===== config.mk =====
export PLATFORM = sky130hd
export DESIGN_NAME = mips_pipeline_mem_access
export DESIGN_NICKNAME = d
export VERILOG_FILES = /design/src/rtl/mips_pipeline_mem_access.sv
export SDC_FILE = /design/constraint.sdc
export NUM_CORES = 1
export LEC_CHECK = 0
export ABC_AREA = 1
export BUFFER_PORTS_ARGS = -buffer_cell sky130_fd_sc_hd__clkbuf_2
export CAP_MARGIN = 25
export CORE_ASPECT_RATIO = 0.5
export CORE_MARGIN = 5
export CORE_UTILIZATION = 40
export DETAILED_ROUTE_END_ITERATION = 8
export HOLD_SLACK_MARGIN = 0.08
export PLACE_DENSITY = 0.65
export SLEW_MARGIN = 25
export SYNTH_ARGS = -nofsm -noshare
export SYNTH_HDL_FRONTEND = slang
export SYNTH_SLANG_ARGS = --single-unit

===== constraint.sdc =====
create_clock -name clock -period 3.7 [get_ports clock]
set_clock_uncertainty 0.15 [all_clocks]
set_input_delay 0.74 -clock clock [delete_from_list [all_inputs] [get_ports clock]]
set_output_delay 0.74 -clock clock [all_outputs]
set_load 0.03 [all_outputs]

===== src/rtl/mips_pipeline_mem_access.sv =====
// MEM stage of the pipelined MIPS core: byte/half/word loads and stores over a
// req/ack data-memory port, registering the MEM/WB record with backpressure.
module mips_pipeline_mem_access #(
  parameter int ADDR_W = 32,
  parameter int REG_W  = 5
) (
  input  logic              clock,
  input  logic              reset,
  input  logic              in_valid,
  output logic              in_ready,
  input  logic [31:0]       in_aluResult,
  input  logic [31:0]       in_storeData,
  input  logic              in_memRead,
  input  logic              in_memWrite,
  input  logic [1:0]        in_memSize,
  input  logic              in_memSigned,
  input  logic              in_regWrite,
  input  logic [REG_W-1:0]  in_regDest,
  output logic              mem_req,
  output logic              mem_we,
  output logic [ADDR_W-1:0] mem_addr,
  output logic [3:0]        mem_be,
  output logic [31:0]       mem_wdata,
  input  logic              mem_ack,
  input  logic [31:0]       mem_rdata,
  output logic              out_valid,
  input  logic              out_ready,
  output logic [31:0]       out_result,
  output logic              out_regWrite,
  output logic [REG_W-1:0]  out_regDest,
  output logic              out_fault
);

  typedef enum logic {S_IDLE, S_WAIT} state_t;

  state_t             r_state, w_state_nxt;
  logic               r_mem_req, r_mem_we;
  logic [ADDR_W-1:0]  r_mem_addr;
  logic [3:0]         r_mem_be;
  logic [31:0]        r_mem_wdata;
  logic               r_out_valid, r_out_regWrite, r_out_fault;
  logic [31:0]        r_out_result;
  logic [REG_W-1:0]   r_out_regDest;
  logic [1:0]         r_pend_size, r_pend_off;
  logic               r_pend_signed, r_pend_load, r_pend_regWrite;
  logic [31:0]        r_pend_alu;
  logic [REG_W-1:0]   r_pend_regDest;

  logic w_take, w_is_mem, w_misalign, w_start, w_pass, w_done, w_store;

  function automatic logic [3:0] f_byte_en(input logic [1:0] size, input logic [1:0] off);
    case (size)
      2'd0:    return 4'b0001 << off;
      2'd1:    return off[1] ? 4'b1100 : 4'b0011;
      default: return 4'b1111;
    endcase
  endfunction

  function automatic logic [31:0] f_store_data(input logic [1:0] size, input logic [31:0] sd);
    case (size)
      2'd0:    return {4{sd[7:0]}};
      2'd1:    return {2{sd[15:0]}};
      default: return sd;
    endcase
  endfunction

  function automatic logic [31:0] f_load_data(input logic [1:0] size, input logic sgn,
                                              input logic [1:0] off, input logic [31:0] rdata);
    logic [31:0] lane;
    lane = rdata >> {off, 3'b000};
    case (size)
      2'd0:    return {{24{sgn & lane[7]}}, lane[7:0]};
      2'd1:    return {{16{sgn & lane[15]}}, lane[15:0]};
      default: return rdata;
    endcase
  endfunction

  assign in_ready   = (r_state == S_IDLE) && (!r_out_valid || out_ready);
  assign w_take     = in_valid && in_ready;
  assign w_is_mem   = in_memRead | in_memWrite;
  // Size 3 is illegal and handled as a word, so size[1] covers both.
  assign w_misalign = w_is_mem && (((in_memSize == 2'd1) && in_aluResult[0]) ||
                                   (in_memSize[1] && (in_aluResult[1:0] != 2'b00)));
  assign w_start    = w_take && w_is_mem && !w_misalign;
  assign w_pass     = w_take && !(w_is_mem && !w_misalign);
  assign w_done     = (r_state == S_WAIT) && mem_ack;
  assign w_store    = in_memWrite;

  always_ff @(posedge clock) begin
    if (reset) r_state <= S_IDLE;
    else       r_state <= w_state_nxt;
  end

  always_comb begin
    w_state_nxt = r_state;
    case (r_state)
      S_IDLE:  if (w_start) w_state_nxt = S_WAIT;
      S_WAIT:  if (mem_ack) w_state_nxt = S_IDLE;
      default: w_state_nxt = S_IDLE;
    endcase
  end

  // Memory request: launched on accept, held stable until acknowledged.
  always_ff @(posedge clock) begin
    if (reset) begin
      r_mem_req       <= 1'b0;
      r_mem_we        <= 1'b0;
      r_mem_addr      <= '0;
      r_mem_be        <= 4'b0000;
      r_mem_wdata     <= '0;
      r_pend_size     <= '0;
      r_pend_off      <= '0;
      r_pend_signed   <= 1'b0;
      r_pend_load     <= 1'b0;
      r_pend_regWrite <= 1'b0;
      r_pend_alu      <= '0;
      r_pend_regDest  <= '0;
    end else if (w_start) begin
      r_mem_req       <= 1'b1;
      r_mem_we        <= w_store;
      r_mem_addr      <= {in_aluResult[ADDR_W-1:2], 2'b00};
      r_mem_be        <= w_store ? f_byte_en(in_memSize, in_aluResult[1:0]) : 4'b0000;
      r_mem_wdata     <= f_store_data(in_memSize, in_storeData);
      r_pend_size     <= in_memSize;
      r_pend_off      <= in_aluResult[1:0];
      r_pend_signed   <= in_memSigned;
      r_pend_load     <= !w_store;
      r_pend_regWrite <= in_regWrite;
      r_pend_alu      <= in_aluResult;
      r_pend_regDest  <= in_regDest;
    end else if (w_done) begin
      r_mem_req <= 1'b0;
      r_mem_we  <= 1'b0;
      r_mem_be  <= 4'b0000;
    end
  end

  // MEM/WB output register.
  always_ff @(posedge clock) begin
    if (reset) begin
      r_out_valid    <= 1'b0;
      r_out_result   <= '0;
      r_out_regWrite <= 1'b0;
      r_out_regDest  <= '0;
      r_out_fault    <= 1'b0;
    end else if (w_pass) begin
      r_out_valid    <= 1'b1;
      r_out_result   <= in_aluResult;
      r_out_regWrite <= in_regWrite && !w_misalign;
      r_out_regDest  <= in_regDest;
      r_out_fault    <= w_misalign;
    end else if (w_done) begin
      r_out_valid    <= 1'b1;
      r_out_result   <= r_pend_load ? f_load_data(r_pend_size, r_pend_signed, r_pend_off, mem_rdata)
                                    : r_pend_alu;
      r_out_regWrite <= r_pend_regWrite;
      r_out_regDest  <= r_pend_regDest;
      r_out_fault    <= 1'b0;
    end else if (out_ready) begin
      r_out_valid <= 1'b0;
    end
  end

  assign mem_req      = r_mem_req;
  assign mem_we       = r_mem_we;
  assign mem_addr     = r_mem_addr;
  assign mem_be       = r_mem_be;
  assign mem_wdata    = r_mem_wdata;
  assign out_valid    = r_out_valid;
  assign out_result   = r_out_result;
  assign out_regWrite = r_out_regWrite;
  assign out_regDest  = r_out_regDest;
  assign out_fault    = r_out_fault;

endmodule


==> results of run 1 <==
[power groups by stage]
stage               clock network [mW]  logic [mW]  registers, mW
global route                      1.77       0.907           1.48
finish                            1.68       0.820           1.46
CTS                               1.71       0.821           1.46
floorplan                            0       0.479           1.60
detailed placement                   0       0.819           1.49
global placement                     0       0.812           1.49
[through the flow]
stage               hold slack [ns]  util (%)  cell area (um^2)  cells  worst slack (ns)
floorplan                     0.280         -              6310    974              1.41
global placement              0.292      47.0              7240   1317             0.612
detailed placement            0.300      47.0              7240   1317             0.550
CTS                           0.308      50.8              7830   1349             0.985
global route                  0.339      50.8              7830   1349             0.692
finish                        0.304      50.8              7830   1349             0.958
[registers in the layout, summed over array words and instances (netlist names)]
register         flops
mem_wdata           32
out_result          32
r_pend_alu          31
out_regDest          5
r_pend_regDest       5
mem_be               4
r_pend_size          2
mem_req              1
mem_we               1
out_fault            1
out_regWrite         1
out_valid            1
r_pend_load          1
r_pend_off           1
r_pend_regWrite      1
r_pend_signed        1
r_state              1
[metal layers]
layer	part of all wire [%]	track usage (%)	up-vias
met3	7.7	6.09	24
met5	0	0	-
met1	45	30.2	3041
met2	46	36.1	248
met4	1.5	6.31	0
li1	-	-	3434
[final cells by class]
cell class,instances,area (um^2)
Clock buffer,19,443
Clock inverter,13,145
Fill cell,1582,7580
Inverter,63,236
Multi-Input combinational cell,694,3120
Sequential cell,121,2420
Tap cell,204,255
Timing Repair Buffer,235,1210
[cells by family after synthesis]
| logic type | Yosys count | share of synthesized area, % |
|---|---|---|
| AND/OR/NAND/NOR | 473 | 31.2 |
| AO/OA/AOI/OAI | 219 | 18.1 |
| buffers and inverters | 159 | 12.2 |
| flip-flops | 121 | 38.4 |
| other | 1 | 0.0595 |
[worst max path at each step]
stage / endpoint / from / slack (ns)
floorplan: out_regDest[4] / out_ready / 1.41
global placement: out_result[7] / in_memSize[1] / 0.61
detailed placement: out_result[7] / in_memSize[1] / 0.55
CTS: out_result[7] / in_memSize[1] / 0.99
global route: out_result[7] / in_memSize[1] / 0.69
finish: out_result[7] / in_memSize[1] / 0.96
[synthesized netlist by cell type]
cell,instances
nand2_1,237
nor2_1,132
a21oi_1,126
dfxtp_1,121
nand3_1,75
o21ai_0,72
inv_1,57
buf_4,35
clkbuf_1,35
buf_2,23
or2_2,11
a31oi_1,7
nand2_2,7
inv_2,5
o211ai_1,5
o2111ai_1,4
buf_6,2
nor2_2,2
nor2_4,2
o21ai_1,2
or2_0,2
a211oi_1,1
a21oi_2,1
buf_1,1
clkinv_1,1
conb_1,1
nand3_4,1
nand4_1,1
nor3_1,1
nor3_2,1
o31ai_1,1
or2_1,1
[tightest hold or removal path: stages, from the launching register on]
cell	delay [ns]
dfxtp_1	0.29
inv_1	0.06
a21oi_1	0.06
==> impl_metrics.yaml, run 1 <==
power_and_ir_drop:
  p_int_mw: 2.67
  vdd_drop_max_mv: 0.329
  power.total_mw: 3.97
  power_frac_clock_pct: 42.4
  power.density_nw_per_um2: 507
  power.share.combinational_pct: 20.7
  switching_share_pct: 32.7
  p_seq_share_pct: 36.9
  power.switching_mw: 1.30
  total_leakage_power_nw: 3.71
die:
  num_rows: 32
  die_w_um: 188
  pin_count: 223
  start_util_pct: 40.9
  die_area_um2: 18500
  core_um2: 15400
  dieHeight_um: 98.8
sta:
  relSlewSlack_pct: 51.5
  maxSlewViolCount: 0
  fin_crit_sh_pct: 74.1
  rsz0062_at_grt: "false"
  fmax_mhz: 365
  finalSetupTns_ns: 0
  finalHoldViolCount: 0
  tightest_slew_ns: 0.725
  finalSetupViolations: 0
  min_period_ns: 2.74
min_path:
  min-delay-start: "r_pend_regDest[4]"
  min_path_cells: 2
  hold_class: "reg2reg"
  hold_end: "r_pend_regDest[4]"
clocking:
  clockBufferDepth: 2
  clk_pin_slew_ns: 0.06
  h-tree-depth: 4
  numClockSinks: 121
  cts.repair.resized: 0
  cts_tree: "built"
  clkLatencyLatePin_ns: 0.42
  cts-root-buf: "clkbuf_16"
  postCtsSetupBuffers: 0
  numCtsBuffers: 17
  cts_hold_buf: 0
drt:
  wl_per_cell_um: 15.8
  drtIter0Drc: 417
  first_pass_iters: 4
  route.detailed.drc: 0
  vias_per_cell: 5.00
  via_count: 6747
  wl_um: 21300
  ant_nets: 0
critical_path:
  cp_num_buf_inv: 3
  r2r-end: "out_result[7]"
  r2r_start: "r_state"
  timing.reg2reg.setup_slack_ns: 1.47
  required_ns: 3.89
  reg2regPathDepth: 8
  max_stage_delay_ns: 0.54
  crit_path_top_delay_cell: "nand2_2"
  cp.depth: 12
  crit_top_cell: "nand2_2"
  crit_fanout: 33
  cp_cell_sequence: "clkbuf_2 > inv_2 > nand2_2 > nand2_1 > nand2_2 > nand2_2 > nand2_2 > inv_2 > nand2_1 > nand2_1 > nor2_1 > nor2_1"
  cp.arrival_ns: 2.94
  criticalPathCategory: "in2reg"
  cp-end-kind: "register"
  cpLargestDelayFamily: "simple AND/OR/NAND/NOR gates"
  cp-start-kind: "input pin"
run_status:
  status: "completed"
finish:
  nets: 1244
  diodes: 0
  drive_gt1_share_pct: 25.9
  synthToLayoutAreaGrowth_pct: 24.2
  final_common_cell: "nand2_1"
  final_cell_mix: "nand2_1, clkbuf_2, nor2_1, a21oi_1, dfxtp_1"
synth:
  postSynthAreaPerCell_um2: 6.48
  ys_types: 32
  syn-cell-area_um2: 6300
  yosysWarnings: 0
  seq_area_frac_synth_pct: 38.4
  yosys-top-cells-area: "dfxtp_1, nand2_1, a21oi_1, nor2_1, nand3_1"
  yosysTopAreaCellShare_pct: 38.4
  netlist.top_cell.by_area: "dfxtp_1"
  synth-seq-cells: 121
  synth_cells: 973
grt:
  grt_max_degree: 64
  grt_pass1_vias: 6421
  groute.usage.overall_pct: 22.5
  antenna_found_initial: 0
  grt_overflow_total: 0
  grt_pass1_wl_um: 33900
run:
  cap_violations: 0
placement:
  place_congestion: 0.899
  portBuffers: 220
  dp_hpwl_um: 15300
(Power assumes the default switching activity.)
==> inputs of run 2 (changes only) <==
PLACE_DENSITY = 0.68   (was 0.65)
clock period = 2.2 ns   (was 3.7 ns; I/O delays follow)
==> run 2 against run 1 <==
Effect of this change: combinational power rose by 73%; non-clock buffer count rose by 11; total power rose by 64%; critical path depth fell by 6; clock power rose by 57%; setup slack got worse by 0.65 ns; critical path type is now reg2reg; largest cell class unchanged.
==> impl_metrics.yaml, run 2 (synthesized netlist as in run 1, its figures left out) <==
grt:
  grtUsageMet1_pct: 29.1
  busiest_layer: "met2"
  grt_pass1_wl_um: 34000
  grtUsageMet2_pct: 37.3
  grt_overflow_total: 0
  grt_max_degree: 64
  groute.usage.overall_pct: 22.5
  grt_pass1_vias: 6563
  antenna_found_initial: 0
  met3_usage_pct: 6.23
clocking:
  clkLatencyLatePin_ns: 0.41
  clk_pin_slew_ns: 0.06
  cts-root-buf: "clkbuf_16"
  postCtsSetupBuffers: 0
  h-tree-depth: 4
  cts_hold_buf: 0
  cts.repair.resized: 0
  cts_tree: "built"
  numCtsBuffers: 17
  clockBufferDepth: 2
  numClockSinks: 121
die:
  num_rows: 32
  die_w_um: 188
  core_um2: 15400
  dieHeight_um: 98.8
  start_util_pct: 40.9
  die_area_um2: 18500
  pin_count: 223
power_and_ir_drop:
  p_seq_share_pct: 37.8
  switching_share_pct: 33.1
  total_leakage_power_nw: 3.76
  power.switching_mw: 2.16
  power_frac_clock_pct: 40.4
  p_int_mw: 4.36
  power.share.combinational_pct: 21.8
  power.density_nw_per_um2: 822
  vdd_drop_max_mv: 0.696
placement:
  numPlacedInstances: 1328
  portBuffers: 220
  place_ws_ns: 0.269
  place_congestion: 0.914
  dp_hpwl_um: 15600
  dpl_cell_area_um2: 7390
critical_path:
  r2r_start: "r_pend_off[0]"
  cp-startpoint: "r_pend_off[0]"
  cp.arrival_ns: 2.03
  cp-end-kind: "register"
  criticalPathCategory: "reg2reg"
  crit_fanout: 14
  required_ns: 2.34
  cp-start-kind: "register"
sta:
  finalHoldViolCount: 0
  fmax_mhz: 529
  maxSlewViolCount: 0
  finalSetupTns_ns: 0
  setup_ws_ns: 0.308
  rsz0062_at_grt: "false"
  whs_ns: 0.129
  min_period_ns: 1.89
  finalSetupViolations: 0
  fin_crit_sh_pct: 86.0
  relSlewSlack_pct: 51.7
  tightest_slew_ns: 0.725
min_path:
  min-delay-start: "in_storeData[26]"
  hold_class: "in2reg"
finish:
  final_cell_mix: "nand2_1, clkbuf_2, nor2_1, a21oi_1, dfxtp_1"
  multi_input_area_um2: 3120
  synthToLayoutAreaGrowth_pct: 25.9
  drive_gt1_share_pct: 26.7
  regArea_um2: 2420
  instances_no_fill: 1359
  nFillCells: 1551
  fin_area_um2: 7940
  diodes: 0
  final_common_cell: "nand2_1"
  nets: 1255
drt:
  via_count: 6884
  route.detailed.drc: 0
  wl_per_cell_um: 15.7
  wl_um: 21300
  drtIter0Drc: 445
  first_pass_iters: 5
  vias_per_cell: 5.07
  ant_nets: 0
run:
  cap_violations: 0
run_status:
  status: "completed"
==> run 2: per-layer routing <==
layer  vias up  routed length (um)
met3        31                1640
met2       258                9880
met4         0                 384
li1       3450                   -
met5         -                   0
met1      3145                9400
==> run 2: worst max-delay path, cell delays in order, from the launching register on <==
cell	delay (ns)
dfxtp_1	0.51
inv_2	0.19
buf_4	0.22
o31ai_1	0.28
nand2_1	0.11
a21oi_1	0.25
nor3_1	0.07
==> run 2: metrics by stage <==
| stage | utilization [%] | power [mW] |
|---|---|---|
| 3_5_place_dp | 47.9 | 3.93 |
| 2_1_floorplan | - | 3.49 |
| 5_1_grt | 51.5 | 6.84 |
| 3_3_place_gp | 47.9 | 3.91 |
| 4_1_cts | 51.5 | 6.57 |
| 6_report | 51.5 | 6.52 |
==> run 2: layout make-up <==
type	count	share of cell area, %
clock inverter	14	1.56
tap	204	3.22
sequential	121	30.5
inverter	63	2.98
timing repair buffer	246	17.1
clock buffer	17	5.36
multi-input combinational	694	39.3
==> run 2: final timing paths <==
path                                 endpoint  slack, ns  cells past startpoint
worst max-delay path            out_result[0]       0.31                      6
worst min-delay path            mem_wdata[26]       0.13                      3
worst max register to register  out_result[0]       0.31                      6
worst min register to register      mem_be[1]       0.32                      2
==> run 2: power by group through the flow <==
stage	Sequential [mW]	Combinational (mW)	Clock, mW
global route	2.48	1.57	2.80
floorplan	2.68	0.805	0
CTS	2.46	1.42	2.68
detailed placement	2.51	1.42	0
global placement	2.51	1.40	0
finish	2.46	1.42	2.64
==> inputs of run 3 (changes only) <==
PLACE_DENSITY = 0.65   (was 0.68)
clock period = 1.9 ns   (was 2.2 ns; I/O delays follow)
==> run 3 against run 2 <==
Effect of this change: via count increased by 1.3%; core utilization increased by 1.7 points; critical path depth decreased by 1; setup slack got worse by 0.22 ns; largest power group unchanged.
==> impl_metrics.yaml, run 3 (synthesized netlist as in run 1, its figures left out) <==
run_status:
  status: "completed"
critical_path:
  max_stage_delay_ns: 0.31
  cp-end-kind: "output pin"
  crit_top_cell: "nor2_2"
  crit_path_top_delay_cell: "dfxtp_1"
  cp_num_buf_inv: 3
  cp-start-kind: "register"
  criticalPathCategory: "reg2out"
  cpLargestDelayFamily: "buffers and inverters"
  crit_fanout: 2
  required_ns: 1.37
  cp_cell_sequence: "inv_1 > nor2_2 > buf_4 > nor2_2 > clkbuf_2"
  cp.arrival_ns: 1.29
sta:
  finalHoldViolCount: 0
  min_period_ns: 1.82
  finalSetupViolations: 0
  fin_crit_sh_pct: 95.6
  setup_ws_ns: 0.0837
  maxSlewViolCount: 0
  fmax_mhz: 551
  rsz0062_at_grt: "true"
power_and_ir_drop:
  power.switching_mw: 2.48
  power.total_mw: 8.01
  p_seq_share_pct: 35.5
  vdd_drop_max_mv: 0.599
  total_leakage_power_nw: 3.90
  power.density_nw_per_um2: 977
  p_int_mw: 5.53
  switching_share_pct: 31.0
  power_frac_clock_pct: 43.2
  power.share.combinational_pct: 21.3
clocking:
  clk_pin_slew_ns: 0.06
  clockBufferDepth: 2
  h-tree-depth: 4
  cts-root-buf: "clkbuf_16"
  clkLatencyLatePin_ns: 0.41
  numClockSinks: 121
  cts_tree: "built"
  numCtsBuffers: 17
die:
  die_w_um: 188
  start_util_pct: 40.9
  dieHeight_um: 98.8
  num_rows: 32
  pin_count: 223
  core_um2: 15400
  die_area_um2: 18500
placement:
  portBuffers: 220
  place_congestion: 0.911
  dpl_cell_area_um2: 7480
  place_ws_ns: 0.0576
  dp_hpwl_um: 15800
grt:
  grt_max_degree: 59
  grt_pass1_vias: 6564
  antenna_found_initial: 1
  grt_overflow_total: 0
  groute.usage.overall_pct: 22.7
  grt_pass1_wl_um: 34100
finish:
  diodes: 0
  synthToLayoutAreaGrowth_pct: 30.1
  fin_area_um2: 8200
  final_cell_mix: "nand2_1, clkbuf_2, nor2_1, a21oi_1, dfxtp_1"
  drive_gt1_share_pct: 27.6
  final_common_cell: "nand2_1"
  nFillCells: 1583
  nets: 1274
drt:
  wl_per_cell_um: 15.6
  vias_per_cell: 5.06
  via_count: 6973
  ant_nets: 0
  route.detailed.drc: 0
  drtIter0Drc: 383
  first_pass_iters: 5
  wl_um: 21500
min_path:
  hold_class: "in2reg"
run:
  cap_violations: 0
==> run 3: changes by cell type in the layout (fill, tap and decap cells not counted), sizes merged, moves of 2 or more <==
cell,previous run,this run
clkbuf,237,242
dlygate4sd3,0,5
inv,65,63
buf,26,39
bufinv,1,4
clkinv,7,4
==> run 3: layout make-up <==
type / instances / area, um^2 / share of cell area, %
repair buffers: 265 / 1540 / 18.8
multi-input cells: 694 / 3130 / 38.1
clock inverters: 11 / 170 / 2.08
inverters: 63 / 236 / 2.88
flip-flops and latches: 121 / 2420 / 29.5
clock buffers: 21 / 450 / 5.49
well taps: 204 / 255 / 3.11
==> run 3: repair_timing <==
item,in CTS,in global routing
endpoints found under the setup margin,0,7
resized for setup,0,5
hold buffers,5,0
setup buffers,0,1
hold endpoints to repair,5,0
==> run 3: metal layers <==
layer | share of wire (%) | wire length [um] | up-vias | track usage (%)
li1 | - | - | 3490 | -
met1 | 44 | 9400 | 3172 | 29.3
met2 | 47 | 10100 | 273 | 37.5
met3 | 7.5 | 1620 | 36 | 6.51
met4 | 1.7 | 376 | 2 | 6.48
met5 | 0.033 | 7 | - | 0
==> run 3: power by group through the flow <==
stage / logic [mW] / clock network [mW] / registers [mW]
6_report: 1.71 / 3.46 / 2.85
5_1_grt: 1.88 / 3.63 / 2.87
4_1_cts: 1.69 / 3.50 / 2.85
3_5_place_dp: 1.68 / 0 / 2.90
3_3_place_gp: 1.66 / 0 / 2.90
2_1_floorplan: 0.933 / 0 / 3.11
==> run 3: worst paths after layout <==
kind                     startpoint           endpoint  slack, ns  depth (start not counted)
setup reg to reg     r_pend_size[1]     out_result[14]       0.15                          7
hold reg to reg   r_pend_regDest[4]  r_pend_regDest[4]       0.31                          2
setup / recovery          out_valid           in_ready       0.08                          5
hold / removal      in_aluResult[6]      r_pend_alu[6]       0.09                          3
==> run 3: worst reg2reg max path, delay by kind of cell, from the launching register on <==
family          cells  cell delay, ns
compound gates      1            0.06
buf+inv             2            0.57
flops               1            0.39
simple gates        4            0.46
==> run 3: metrics by stage <==
| stage | hold WS, ns | std cells | util [%] | setup TNS [ns] |
|---|---|---|---|---|
| floorplan | 0.280 | 974 | - | 0 |
| global placement | 0.291 | 1340 | 48.5 | 0 |
| detailed placement | 0.299 | 1340 | 48.5 | 0 |
| CTS | 0.0805 | 1377 | 52.9 | 0 |
| global route | 0.0885 | 1379 | 53.2 | -0.0262 |
| finish | 0.0898 | 1379 | 53.2 | 0 |
